$ cat config.mk
export PLATFORM = sky130hd
export DESIGN_NAME = capp_cmd_engine
export DESIGN_NICKNAME = d
export VERILOG_FILES = /design/src/rtl/capp_cmd_engine.sv
export SDC_FILE = /design/constraint.sdc
export NUM_CORES = 1
export LEC_CHECK = 0
export BUFFER_PORTS_ARGS = -buffer_cell sky130_fd_sc_hd__buf_2
export CORE_ASPECT_RATIO = 0.6
export CORE_UTILIZATION = 50
export DETAILED_ROUTE_END_ITERATION = 10
export PLACE_DENSITY = 0.78
export SETUP_SLACK_MARGIN = 0.1
export SLEW_MARGIN = 20
export SYNTH_ARGS = -nofsm -noshare
export SYNTH_HDL_FRONTEND = slang
export SYNTH_SLANG_ARGS = --single-unit
$ cat constraint.sdc
create_clock -name clk_48mhz -period 10.07 [get_ports clk_48mhz]
set_input_delay 2.5175 -clock clk_48mhz [delete_from_list [all_inputs] [get_ports clk_48mhz]]
set_output_delay 2.5175 -clock clk_48mhz [all_outputs]
set_load 0.005 [all_outputs]
$ cat src/rtl/capp_cmd_engine.sv
// capp_cmd_engine: byte-stream command decoder driving the CAPP control lines.
// Operands and replies travel least significant byte first.
module capp_cmd_engine #(
  parameter int         NUM_BYTES     = 4,
  parameter int         NUM_CELLS     = 16,
  parameter int         SEARCH_CYCLES = 10,
  parameter int         SELECT_CYCLES = 5,
  parameter int         SET_TIMEOUT   = 1024,
  parameter bit         ACK_EN        = 1'b1,
  parameter logic [7:0] ACK_BYTE      = 8'h2E,
  parameter logic [7:0] ERR_BYTE      = 8'h3F
) (
  input  logic                    clk_48mhz,
  input  logic                    reset,
  input  logic [7:0]              rx_data,
  input  logic                    rx_valid,
  output logic                    rx_ready,
  output logic [7:0]              tx_data,
  output logic                    tx_valid,
  input  logic                    tx_ready,
  output logic [8*NUM_BYTES-1:0]  comparand,
  output logic [8*NUM_BYTES-1:0]  mask,
  output logic                    perform_search,
  output logic                    set,
  output logic                    select_first,
  output logic [16*NUM_BYTES-1:0] write_lines,
  input  logic [NUM_CELLS-1:0]    tag_wires,
  input  logic [8*NUM_BYTES-1:0]  read_lines,
  output logic                    busy
);
  localparam int NUM_BITS  = 8*NUM_BYTES;
  localparam int TAG_BYTES = (NUM_CELLS+7)/8;
  localparam int TXW0 = (NUM_BITS > 8*TAG_BYTES) ? NUM_BITS : 8*TAG_BYTES;
  localparam int TXW  = (TXW0 > 16) ? TXW0 : 16;
  localparam int PMAX = (SEARCH_CYCLES > SELECT_CYCLES) ? SEARCH_CYCLES
                                                        : SELECT_CYCLES;
  localparam int PW = $clog2(PMAX+1);
  localparam int TW = $clog2(SET_TIMEOUT+1);
  localparam int BW = $clog2(NUM_BYTES+1);
  localparam int LW = $clog2(TXW/8+1);

  localparam logic [7:0] C_A = 8'h61;
  localparam logic [7:0] C_B = 8'h62;
  localparam logic [7:0] C_C = 8'h63;
  localparam logic [7:0] C_D = 8'h64;
  localparam logic [7:0] C_E = 8'h65;
  localparam logic [7:0] C_F = 8'h66;
  localparam logic [7:0] C_G = 8'h67;
  localparam logic [7:0] C_H = 8'h68;
  localparam logic [7:0] C_I = 8'h69;
  localparam logic [7:0] C_J = 8'h6A;
  localparam logic [7:0] C_K = 8'h6B;
  localparam logic [7:0] C_L = 8'h6C;

  typedef enum logic [2:0] {
    S_CMD, S_RX_WORD, S_EXEC, S_PULSE, S_HOLD, S_WAIT_TAGS, S_TX
  } state_t;

  state_t                state_q, state_d;
  logic [7:0]            cmd_q, cmd_d;
  logic [NUM_BITS-1:0]   word_q, word_d;
  logic [BW-1:0]         bcnt_q, bcnt_d;
  logic [NUM_BITS-1:0]   comparand_q, comparand_d;
  logic [NUM_BITS-1:0]   mask_q, mask_d;
  logic [2*NUM_BITS-1:0] wl_q, wl_d;
  logic                  set_q, set_d;
  logic                  search_q, search_d;
  logic                  sel_q, sel_d;
  logic                  psrch_q, psrch_d;
  logic [PW-1:0]         pcnt_q, pcnt_d;
  logic [TW-1:0]         tcnt_q, tcnt_d;
  logic [TXW-1:0]        tx_shift_q, tx_shift_d;
  logic [LW-1:0]         tx_left_q, tx_left_d;
  logic [7:0]            tx_data_q, tx_data_d;
  logic                  tx_valid_q, tx_valid_d;

  logic                  go_ack, go_err, go_tx;
  logic [TXW-1:0]        tx_val;
  logic [LW-1:0]         tx_n;
  logic [15:0]           pop;

  always_comb begin
    pop = '0;
    for (int i = 0; i < NUM_CELLS; i++) pop = pop + 16'(tag_wires[i]);
  end

  always_comb begin
    state_d     = state_q;
    cmd_d       = cmd_q;
    word_d      = word_q;
    bcnt_d      = bcnt_q;
    comparand_d = comparand_q;
    mask_d      = mask_q;
    wl_d        = wl_q;
    set_d       = set_q;
    search_d    = search_q;
    sel_d       = sel_q;
    psrch_d     = psrch_q;
    pcnt_d      = pcnt_q;
    tcnt_d      = tcnt_q;
    tx_shift_d  = tx_shift_q;
    tx_left_d   = tx_left_q;
    tx_data_d   = tx_data_q;
    tx_valid_d  = tx_valid_q;
    go_ack      = 1'b0;
    go_err      = 1'b0;
    go_tx       = 1'b0;
    tx_val      = '0;
    tx_n        = '0;
    unique case (state_q)
      S_CMD: if (rx_valid) begin
        cmd_d   = rx_data;
        bcnt_d  = '0;
        state_d = (rx_data == C_A || rx_data == C_C) ? S_RX_WORD : S_EXEC;
      end
      S_RX_WORD: if (rx_valid) begin
        for (int k = 0; k < NUM_BYTES; k++)
          if (bcnt_q == BW'(k)) word_d[8*k +: 8] = rx_data;
        if (bcnt_q == BW'(NUM_BYTES-1)) state_d = S_EXEC;
        else bcnt_d = bcnt_q + 1'b1;
      end
      S_EXEC: unique case (1'b1)
        (cmd_q == C_A): begin
          comparand_d = word_q;
          go_ack      = 1'b1;
        end
        (cmd_q == C_B): begin
          tx_val[NUM_BITS-1:0] = comparand_q;
          tx_n  = LW'(NUM_BYTES);
          go_tx = 1'b1;
        end
        (cmd_q == C_C): begin
          mask_d = word_q;
          go_ack = 1'b1;
        end
        (cmd_q == C_D): begin
          tx_val[NUM_BITS-1:0] = mask_q;
          tx_n  = LW'(NUM_BYTES);
          go_tx = 1'b1;
        end
        (cmd_q == C_E): begin
          sel_d   = 1'b1;
          psrch_d = 1'b0;
          pcnt_d  = PW'(SELECT_CYCLES-1);
          state_d = S_PULSE;
        end
        (cmd_q == C_F): begin
          tx_val[NUM_CELLS-1:0] = tag_wires;
          tx_n  = LW'(TAG_BYTES);
          go_tx = 1'b1;
        end
        (cmd_q == C_G): begin
          set_d   = 1'b1;
          tcnt_d  = '0;
          state_d = S_WAIT_TAGS;
        end
        (cmd_q == C_H): begin
          set_d  = 1'b0;
          go_ack = 1'b1;
        end
        (cmd_q == C_I): begin
          for (int b = 0; b < NUM_BITS; b++) begin
            wl_d[2*b]   = comparand_q[b] & mask_q[b];
            wl_d[2*b+1] = ~comparand_q[b] & mask_q[b];
          end
          go_ack = 1'b1;
        end
        (cmd_q == C_J): begin
          tx_val[NUM_BITS-1:0] = read_lines;
          tx_n  = LW'(NUM_BYTES);
          go_tx = 1'b1;
        end
        (cmd_q == C_K): begin
          search_d = 1'b1;
          psrch_d  = 1'b1;
          pcnt_d   = PW'(SEARCH_CYCLES-1);
          state_d  = S_PULSE;
        end
        (cmd_q == C_L): begin
          tx_val[15:0] = pop;
          tx_n  = LW'(2);
          go_tx = 1'b1;
        end
        default: go_err = 1'b1;
      endcase
      S_PULSE: if (pcnt_q == '0) begin
        search_d = 1'b0;
        sel_d    = 1'b0;
        pcnt_d   = psrch_q ? PW'(SEARCH_CYCLES-1) : PW'(SELECT_CYCLES-1);
        state_d  = S_HOLD;
      end else begin
        pcnt_d = pcnt_q - 1'b1;
      end
      S_HOLD: if (pcnt_q == '0) go_ack = 1'b1;
              else pcnt_d = pcnt_q - 1'b1;
      S_WAIT_TAGS: if (&tag_wires) begin
        go_ack = 1'b1;
      end else if (tcnt_q == TW'(SET_TIMEOUT-1)) begin
        set_d  = 1'b0;
        go_err = 1'b1;
      end else begin
        tcnt_d = tcnt_q + 1'b1;
      end
      S_TX: if (tx_ready) begin
        if (tx_left_q == '0) begin
          tx_valid_d = 1'b0;
          state_d    = S_CMD;
        end else begin
          tx_data_d  = tx_shift_q[7:0];
          tx_shift_d = tx_shift_q >> 8;
          tx_left_d  = tx_left_q - 1'b1;
        end
      end
      default: state_d = S_CMD;
    endcase
    if (go_tx) begin
      tx_data_d  = tx_val[7:0];
      tx_shift_d = tx_val >> 8;
      tx_left_d  = tx_n - 1'b1;
      tx_valid_d = 1'b1;
      state_d    = S_TX;
    end
    if (go_err) begin
      tx_data_d  = ERR_BYTE;
      tx_left_d  = '0;
      tx_valid_d = 1'b1;
      state_d    = S_TX;
    end
    if (go_ack) begin
      if (ACK_EN) begin
        tx_data_d  = ACK_BYTE;
        tx_left_d  = '0;
        tx_valid_d = 1'b1;
        state_d    = S_TX;
      end else begin
        state_d = S_CMD;
      end
    end
  end

  always_ff @(posedge clk_48mhz or posedge reset) begin
    if (reset) begin
      state_q     <= S_CMD;
      cmd_q       <= '0;
      word_q      <= '0;
      bcnt_q      <= '0;
      comparand_q <= '0;
      mask_q      <= '0;
      wl_q        <= '0;
      set_q       <= 1'b0;
      search_q    <= 1'b0;
      sel_q       <= 1'b0;
      psrch_q     <= 1'b0;
      pcnt_q      <= '0;
      tcnt_q      <= '0;
      tx_shift_q  <= '0;
      tx_left_q   <= '0;
      tx_data_q   <= '0;
      tx_valid_q  <= 1'b0;
    end else begin
      state_q     <= state_d;
      cmd_q       <= cmd_d;
      word_q      <= word_d;
      bcnt_q      <= bcnt_d;
      comparand_q <= comparand_d;
      mask_q      <= mask_d;
      wl_q        <= wl_d;
      set_q       <= set_d;
      search_q    <= search_d;
      sel_q       <= sel_d;
      psrch_q     <= psrch_d;
      pcnt_q      <= pcnt_d;
      tcnt_q      <= tcnt_d;
      tx_shift_q  <= tx_shift_d;
      tx_left_q   <= tx_left_d;
      tx_data_q   <= tx_data_d;
      tx_valid_q  <= tx_valid_d;
    end
  end

  // rx_ready is forced low while reset is held, even though state is CMD
  assign rx_ready = ~reset & (state_q == S_CMD || state_q == S_RX_WORD);
  assign busy           = (state_q != S_CMD);
  assign tx_data        = tx_data_q;
  assign tx_valid       = tx_valid_q;
  assign comparand      = comparand_q;
  assign mask           = mask_q;
  assign write_lines    = wl_q;
  assign set            = set_q;
  assign perform_search = search_q;
  assign select_first   = sel_q;
endmodule

==> results.md, run 1 <==
- The smallest clock period supported by the final layout is computed as 5.77 ns.
- The largest net degree at the start of global routing is 152.
- Setup violations remaining at the end of the flow were counted as 0.
- The tree is rooted in a clkbuf_16.
- The final hold violation count is 0.
- The count of nets left with antenna violations once routing finished came out at 0.
- Summed over all nets, the half-perimeter wirelength after detailed placement is 22800 um.
- Port buffering added 201 buffers.
- The final cell utilization of the core is 0.607.
- The layout has 1813 filler cells.
- After clock tree synthesis, the clock-pin slew on the worst setup and hold paths is 0.07 ns.
- The area of the multi-input gates is 5010 um2.
- Setup total negative slack on the finished layout was measured at 0 ns.
- Summing every instance area after synthesis gives 11200 um2.
- The synthesis-stage register bit count is 229.
- For this run, the total global-route usage over all layers was measured as 0.281.
- Headroom to the max-slew limit came out at 0.345.
- Ranked by instance count, the synthesized netlist is headed by 229 x dfrtp_1, 149 x nand2_1, 105 x mux2_2, 97 x o21ai_0, 35 x nand2b_1.
- The vias per cell is 6.07.
- The number of buffers created by CTS is 22.
- Buffers inserted to repair hold after CTS numbered 0.
- The cell leakage power is 6.34 nW.
- The final net count is 1291.
- Yosys mapped the design onto 83 distinct sky130hd cell types.
- VDD sags by at most 120 uV.
- The number of violations of the max-capacitance limit is 0.
- Of the synthesized area, sequential elements account for 0.513.
- For this run the aggregate overflow at the end of global routing stands at 0.
- For this run, design rule violations remaining after detail routing come to 0.
- After clock tree synthesis, the repair step resized 0 gates.
- The max-slew violation count came to 0.
- Derived from the worst setup path, the maximum achievable clock frequency is 173 MHz.
- The wire length reported by the detailed router is 32300 um.
- The overall die area is 23000 um2.
- The count of TritonRoute iterations in the first routing pass is 7.
- The net count of the mapped netlist is 1117.
- The initial standard-cell utilization of the core is 0.521.
- STA classifies the critical path startpoint as an input port.
- The signal on the critical path passes through buf_2, inv_1, fa_1, fa_1, fa_1, fa_1, inv_1, ha_1, fa_1, a21o_1, a32oi_1, o31ai_1, a221o_1.
- The flow ran to the end, and the final reports show no timing, DRC or antenna violations.
- The number of antenna violations at the first check in global routing is 2.
- The number of setup buffers added after CTS is 0.
- The global-route wire length before repair is 50200 um.
- The final route contains 9094 vias.
- The highest cell delay on the worst timing path is 0.56 ns.
- At the later pin of the worst-skew pair, clock insertion delay measures 0.52 ns.
- Once placement completed, the tool counted placed cells totaling 1461.
- Across the routed clock network, the largest skew measured is 0.0177 ns.
- The worst setup path is of the input port to flop kind.
- The cell taking the most area after synthesis is dfrtp_1.
- The critical path contains buffers and inverters numbering 3 combined.
- The floorplan die height is 118 um.
- The maximum level of the CTS H-tree is 1.
- The path class of the tightest hold or removal check is flop to flop.
- Ranked by total cell area, the synthesized netlist is headed by dfrtp_1 51%, mux2_2 11%, nand2_1 5.0%.
- The number of warning messages in the yosys log is 0.
- Power spread over the standard cell area amounts to 196 nW/um2.
- The async set-reset flop share out of synthesis is 1.00.
- The core area is 21400 um2.
- Counting flops with a built-in enable in the synthesized netlist gives 0.
- From synthesis to final layout, the design area changed by 16.4%.
- The most common cell type on the critical path is fa_1.
- The slowest cell on the critical path is fa_1.
- The placer's final routability congestion estimate is 0.918.
- Synthesis produced 1032 cells.
- The kind of capture point of the worst setup path is a flop.
- Once layout is complete, the cells apart from fillers number 1499.
- The boundary pin count is 202.
- In the final routed layout, each cell accounts on average for 21.6 um.
- In the final layout, flip-flops and latches occupy 5730 um2.
- The TritonCTS clock tree is built.
- At the pin with the least slew margin, the transition time is 0.983 ns.
- The top cell type's share of synthesized area is 0.513.
- The data arrival at the endpoint of the critical path is 6.17 ns.
- The largest fanout of any net on the critical path is 3.
- The overall die width is 195 um.
- Among cell families on the critical path, the largest total delay comes from adder cells.
- Counting every sink on the clock net gives 229.
- The detailed router finished its first iteration with 1091 violations.
- The number of cell rows is 41.
- Data on the critical path is required at its endpoint by 10.47 ns.
- The layout cell share with drive strength beyond 1 is 0.303.
- The flop-to-flop setup slack is 6.99 ns.
- The maximum clock path buffer count is 3.
- Setup repair after global routing left no endpoint under its margin.
- The number of global-route vias before repair is 8523.
- The most used standard cell by instance count after synthesis is dfrtp_1.
- For this run, the leading register cell type out of synthesis is dfrtp_1.
- Dividing the final minimum period by the clock period gives 0.573.
- 0 antenna diodes ended up in the layout.
- The synthesized area per cell is 10.8 um2.
-- cell type report --
class	count	area share
clock buffers	31	0.0481
clock inverters	7	0.00510
inverters	34	0.0108
multi-input cells	707	0.385
flip-flops and latches	229	0.440
well taps	279	0.0268
repair buffers	212	0.0837
-- path summary, 6_finish.rpt --
path | startpoint | end | depth (start not counted)
max | tag_wires[0] | tx_data[4]$_DFFE_PP0P_ | 13
min | write_lines[50]$_DFFE_PP0P_ | write_lines[50]$_DFFE_PP0P_ | 2
max reg2reg | state_q[1]$_DFFE_PP0P_ | tx_left_q[2]$_DFFE_PP0P_ | 7
min reg2reg | write_lines[50]$_DFFE_PP0P_ | write_lines[50]$_DFFE_PP0P_ | 2
max in group asynchronous | reset | write_lines[48]$_DFFE_PP0P_ | 3
min in group asynchronous | reset | pcnt_q[1]$_DFFE_PP0P_ | 2
-- registers in the layout, indices dropped and copies added (netlist names), 4 cells and up --
register	flops
word_q	32
cmd_q	8
tx_data	8
comparand	32
pcnt_q	4
tx_shift_q	24
tcnt_q	11
mask	32
write_lines	64
-- where the power goes --
group | leakage [nW] | internal (mW) | switching [mW] | total, mW
clock network | 0.339 | 0.459 | 0.356 | 0.816
registers | 3.12 | 0.998 | 0.138 | 1.14
logic | 2.88 | 0.258 | 0.339 | 0.596
total | 6.34 | 1.72 | 0.833 | 2.55
-- cells in the final DEF, fill, tap and decap left out, drive strengths merged, types with 5 or more instances in the layout --
master    n
nand4     6
nand2   150
mux2i    11
nor4      6
dfrtp   229
o22ai    10
ha       15
nor3      8
a22o      5
a21o      5
inv      34
a21oi    25
o21ai   101
nand2b   35
a22oi    13
nand3    13
buf     212
nor2     32
o211ai    7
clkinv    5
nor4b     6
o31ai     8
and3     18
nor3b     6
or4       7
fa       10
clkbuf   31
a222oi   18
a221oi    9
nor2b     9
mux2    107
-- worst register-to-register path, delay by kind of cell (launching register included) --
| kind | cells | cell delay (ns) |
|---|---|---|
| and+or+nand+nor | 3 | 1.02 |
| DFF | 1 | 0.77 |
| adders and majority gates | 1 | 0.25 |
| AOI/OAI and AO/OA | 3 | 0.97 |
-- cells by family (layout without fill, tap and decap cells) --
group           Yosys count  after routing  synth area share
simple gates            324            324             0.150
buf+inv                  96            284            0.0406
compound gates          237            237             0.142
fa+ha+maj                25             25            0.0347
mux                     118            118             0.118
flops                   229            229             0.513
xor+xnor                  3              3           0.00235
-- stage by stage --
| stage | area [um2] | setup slack (ns) | hold slack, ns | power, mW |
|---|---|---|---|---|
| finish | 13000 | 4.30 | 0.470 | 2.55 |
| CTS | 13000 | 4.31 | 0.481 | 2.55 |
| floorplan | 11200 | 1.28 | 0.449 | 1.56 |
| global placement | 12300 | 3.82 | 0.456 | 1.71 |
| detailed placement | 12300 | 3.78 | 0.467 | 1.73 |
| global route | 13000 | 4.10 | 0.505 | 2.67 |
-- routing by layer --
metal  track usage  up-vias  share of wire
met5             0        -              0
met4        0.0694        0          0.027
met3        0.0693       67          0.099
met2         0.395      464           0.41
met1         0.432     4487           0.46
li1              -     4076              -
No activity file was read; power rests on OpenSTA's default activity.
==> run 2, diff against run 1 <==
--- a/config.mk
+++ b/config.mk
@@ -9,7 +9,7 @@
 export CORE_ASPECT_RATIO = 0.6
 export CORE_UTILIZATION = 50
 export DETAILED_ROUTE_END_ITERATION = 10
-export PLACE_DENSITY = 0.78
+export PLACE_DENSITY = 0.81
 export SETUP_SLACK_MARGIN = 0.1
 export SLEW_MARGIN = 20
 export SYNTH_ARGS = -nofsm -noshare
==> constraint.sdc (replaced) <==
create_clock -name clk_48mhz -period 5.1 [get_ports clk_48mhz]
set_input_delay 1.275 -clock clk_48mhz [delete_from_list [all_inputs] [get_ports clk_48mhz]]
set_output_delay 1.275 -clock clk_48mhz [all_outputs]
set_load 0.005 [all_outputs]
==> run 2 against run 1 <==
  * Global-route usage increased by 0.42 points
  * Clock-buffer cell count decreased by 5
  * Setup slack got worse by 3.8 ns
  * Non-clock buffer count increased by 3
  * Critical path depth unchanged
  * Clock skew decreased by 0.0044 ns
  * Via count increased by 0.71%
  * Register-to-register slack got worse by 5.0 ns
  * Flip-flop and latch count unchanged
  * Routed wire length increased by 0.73%
  * Die area unchanged
  * Largest power group unchanged
==> results.md, run 2 (synthesis gave the netlist of run 1 again) <==
- STA classifies the critical path startpoint as an input port.
- The initial standard-cell utilization of the core is 0.521 (unchanged).
- Setup repair after global routing left no endpoint under its margin.
- The number of violations of the max-capacitance limit is 0 (unchanged).
- The number of setup buffers added after CTS was 0 (unchanged).
- The floorplan die height is 118 um (unchanged).
- The flip-flop count of the largest register after layout is 64 (unchanged).
- The maximum clock path buffer count is 3 (unchanged).
- The number of I/O port buffers is 201 (unchanged).
- The number of antenna violations at the first check in global routing is 3 (+1).
- The storage element area is 5730 um2 (unchanged).
- The overall die width is 195 um (unchanged).
- The number of DRC violations after detailed routing came to 0 (unchanged).
- The final hold violation count is 0 (unchanged).
- The peak ir drop on the vdd network came to 256 uV (+110%).
- The run finished with clean final reports.
- The count of TritonRoute iterations in the first routing pass is 5 (-2).
- The number of global-route vias before repair is 8766 (+2.9%).
- The highest cell delay on the worst timing path is 0.57 ns (about the same).
- The cell leakage power came to 6.41 nW (+1.0%).
- The slowest cell on the critical path is fa_1.
- The average wire length per cell after detail routing is 21.7 um (+0.47%).
- The fill cell instance count of the final layout came to 1799 (-0.77%).
- The worst-case headroom to the max-slew limit was 0.236 (-0.109).
- The pre-CTS setup slack is 0.0419 ns (-3.74 ns).
- The most common cell after layout, fill and taps aside is dfrtp_1.
- The global-route usage over all layers is 0.286 (+0.00424).
- The layout overhead on the synthesized area is 17.4%.
- The type of the worst min-delay path is flop to flop.
- In the finished design, the share of the clock period the worst path needs comes to 0.896.
- The largest fanout of any net on the critical path is 3 (unchanged).
- The worst-margin pin slew is 1.14 ns (+0.153 ns).
- The critical path required time is 5.48 ns (-4.99 ns).
- The number of cell rows came to 41 (unchanged).
- The sink count of the clock tree came to 229 (unchanged).
- The vias per cell is 6.09 (+0.45%).
- The most common cell type on the critical path is fa_1.
- The number of vias in the routed layout is 9159 (+0.71%).
- The number of antenna-violating nets in the routed design is 0 (unchanged).
- The count of endpoints failing setup in the final report is 0 (unchanged).
- The core area was 21400 um2 (unchanged).
- In the layout the commonest cells are 229 x dfrtp_1, 201 x buf_2, 149 x nand2_1.
- TritonCTS built the clock tree.
- For this run, the top clock speed supported by timing is 219 MHz.
- The DRC violation total after the first TritonRoute iteration came to 882 (-19%).
- The data arrival at the endpoint of the critical path is 4.95 ns (-1.22 ns).
- The kind of capture point of the worst setup path is a flop.
- The area of the multi-input gates is 5000 um2 (-0.12%).
- The critical path in this run is classified as input port to flop.
- Walking the worst path, the cells encountered are buf_2, inv_1, fa_1, fa_1, fa_1, fa_1, inv_1, ha_1, fa_1, mux2_2, a222oi_1, o21a_1, o21ai_1.
- The placed wire-length estimate after detailed placement is 23100 um (+1.2%).
- The power per cell area was 398 nW/um2 (+100%).
- The post-cts repair resize count is 0 (unchanged).
- The wire length reported by the detailed router is 32500 um (+0.73%).
- The largest net degree at the start of global routing came to 122 (-20%).
- The number of buffers created by CTS is 22 (unchanged).
- The setup TNS after final layout was 0 ns (unchanged).
- The boundary pin count was 202 (unchanged).
- The clock slew at the register clock pins of the worst setup and hold paths is 0.07 ns (about the same).
- The root buffer cell chosen for the clock tree is clkbuf_16.
- The layout cell share with drive strength beyond 1 is 0.309 (+0.00523).
- The placer's final routability congestion estimate is 0.934 (+1.8%).
- The number of buffers inserted for hold repair after clock tree synthesis came to 0 (unchanged).
- The final net count is 1294 (+0.23%).
- The post-layout worst setup margin came to 0.529 ns (-3.77 ns).
- The worst path in the final design needs a cycle of 4.57 ns, including I/O delays and setup.
- The max-slew violation count was 0 (unchanged).
- The overflow left after global routing is 0 (unchanged).
- The setup skew after layout is 0.0133 ns (-0.00438 ns).
- The worst-skew pair later-pin latency is 0.51 ns (about the same).
- The maximum level of the CTS H-tree is 1 (unchanged).
- The global-route wire length before repair is 51000 um (+1.7%).
- The overall die area came to 23000 um2 (unchanged).
[run 2: final cells by class]
cell class                      count  share of cell area
Inverter                           34              0.0100
Sequential cell                   229               0.436
Timing Repair Buffer              215              0.0856
Tap cell                          279              0.0266
Clock inverter                     11              0.0129
Clock buffer                       26              0.0470
Antenna cell                        2            0.000381
Multi-Input combinational cell    707               0.381
[run 2: metrics by stage]
stage	instance area, um2	instances	power (mW)	utilization	hold slack, ns
2_1_floorplan	11200	1032	3.08	-	0.449
3_3_place_gp	12300	1464	3.37	0.575	0.456
3_5_place_dp	12300	1464	3.41	0.575	0.466
4_1_cts	13100	1501	5.20	0.612	0.480
5_1_grt	13100	1502	5.45	0.612	0.501
6_report	13100	1503	5.22	0.612	0.473
[run 2: worst paths after layout]
check	depth (start not counted)	end	slack, ns	startpoint
max in group asynchronous	3	comparand[19]$_DFFE_PP0P_	3.29	reset
min in group asynchronous	2	perform_search$_DFFE_PP0P_	0.81	reset
worst max-delay path	13	tx_data[1]$_DFFE_PP0P_	0.53	tag_wires[0]
worst min-delay path	2	write_lines[52]$_DFFE_PP0P_	0.47	write_lines[52]$_DFFE_PP0P_
worst max register to register	7	tx_left_q[2]$_DFFE_PP0P_	2.03	state_q[1]$_DFFE_PP0P_
worst min register to register	2	write_lines[52]$_DFFE_PP0P_	0.47	write_lines[52]$_DFFE_PP0P_
[run 2: power breakdown]
part	total (mW)	internal [mW]	switching, mW
logic	1.18	0.512	0.668
clock network	1.80	1.07	0.727
registers	2.25	1.97	0.276
[run 2: critical path, delay by kind of cell]
kind | cells | cell delay, ns
adders and majority gates | 6 | 2.64
AOI/OAI and AO/OA | 3 | 0.54
muxes | 1 | 0.28
buffers and inverters | 3 | 0.24
[run 2: layer usage]
layer,GRT usage,up-vias,share of wire
li1,-,4084,-
met3,0.0817,54,0.11
met4,0.0719,0,0.021
met1,0.433,4565,0.45
met2,0.398,456,0.42
met5,0,-,0
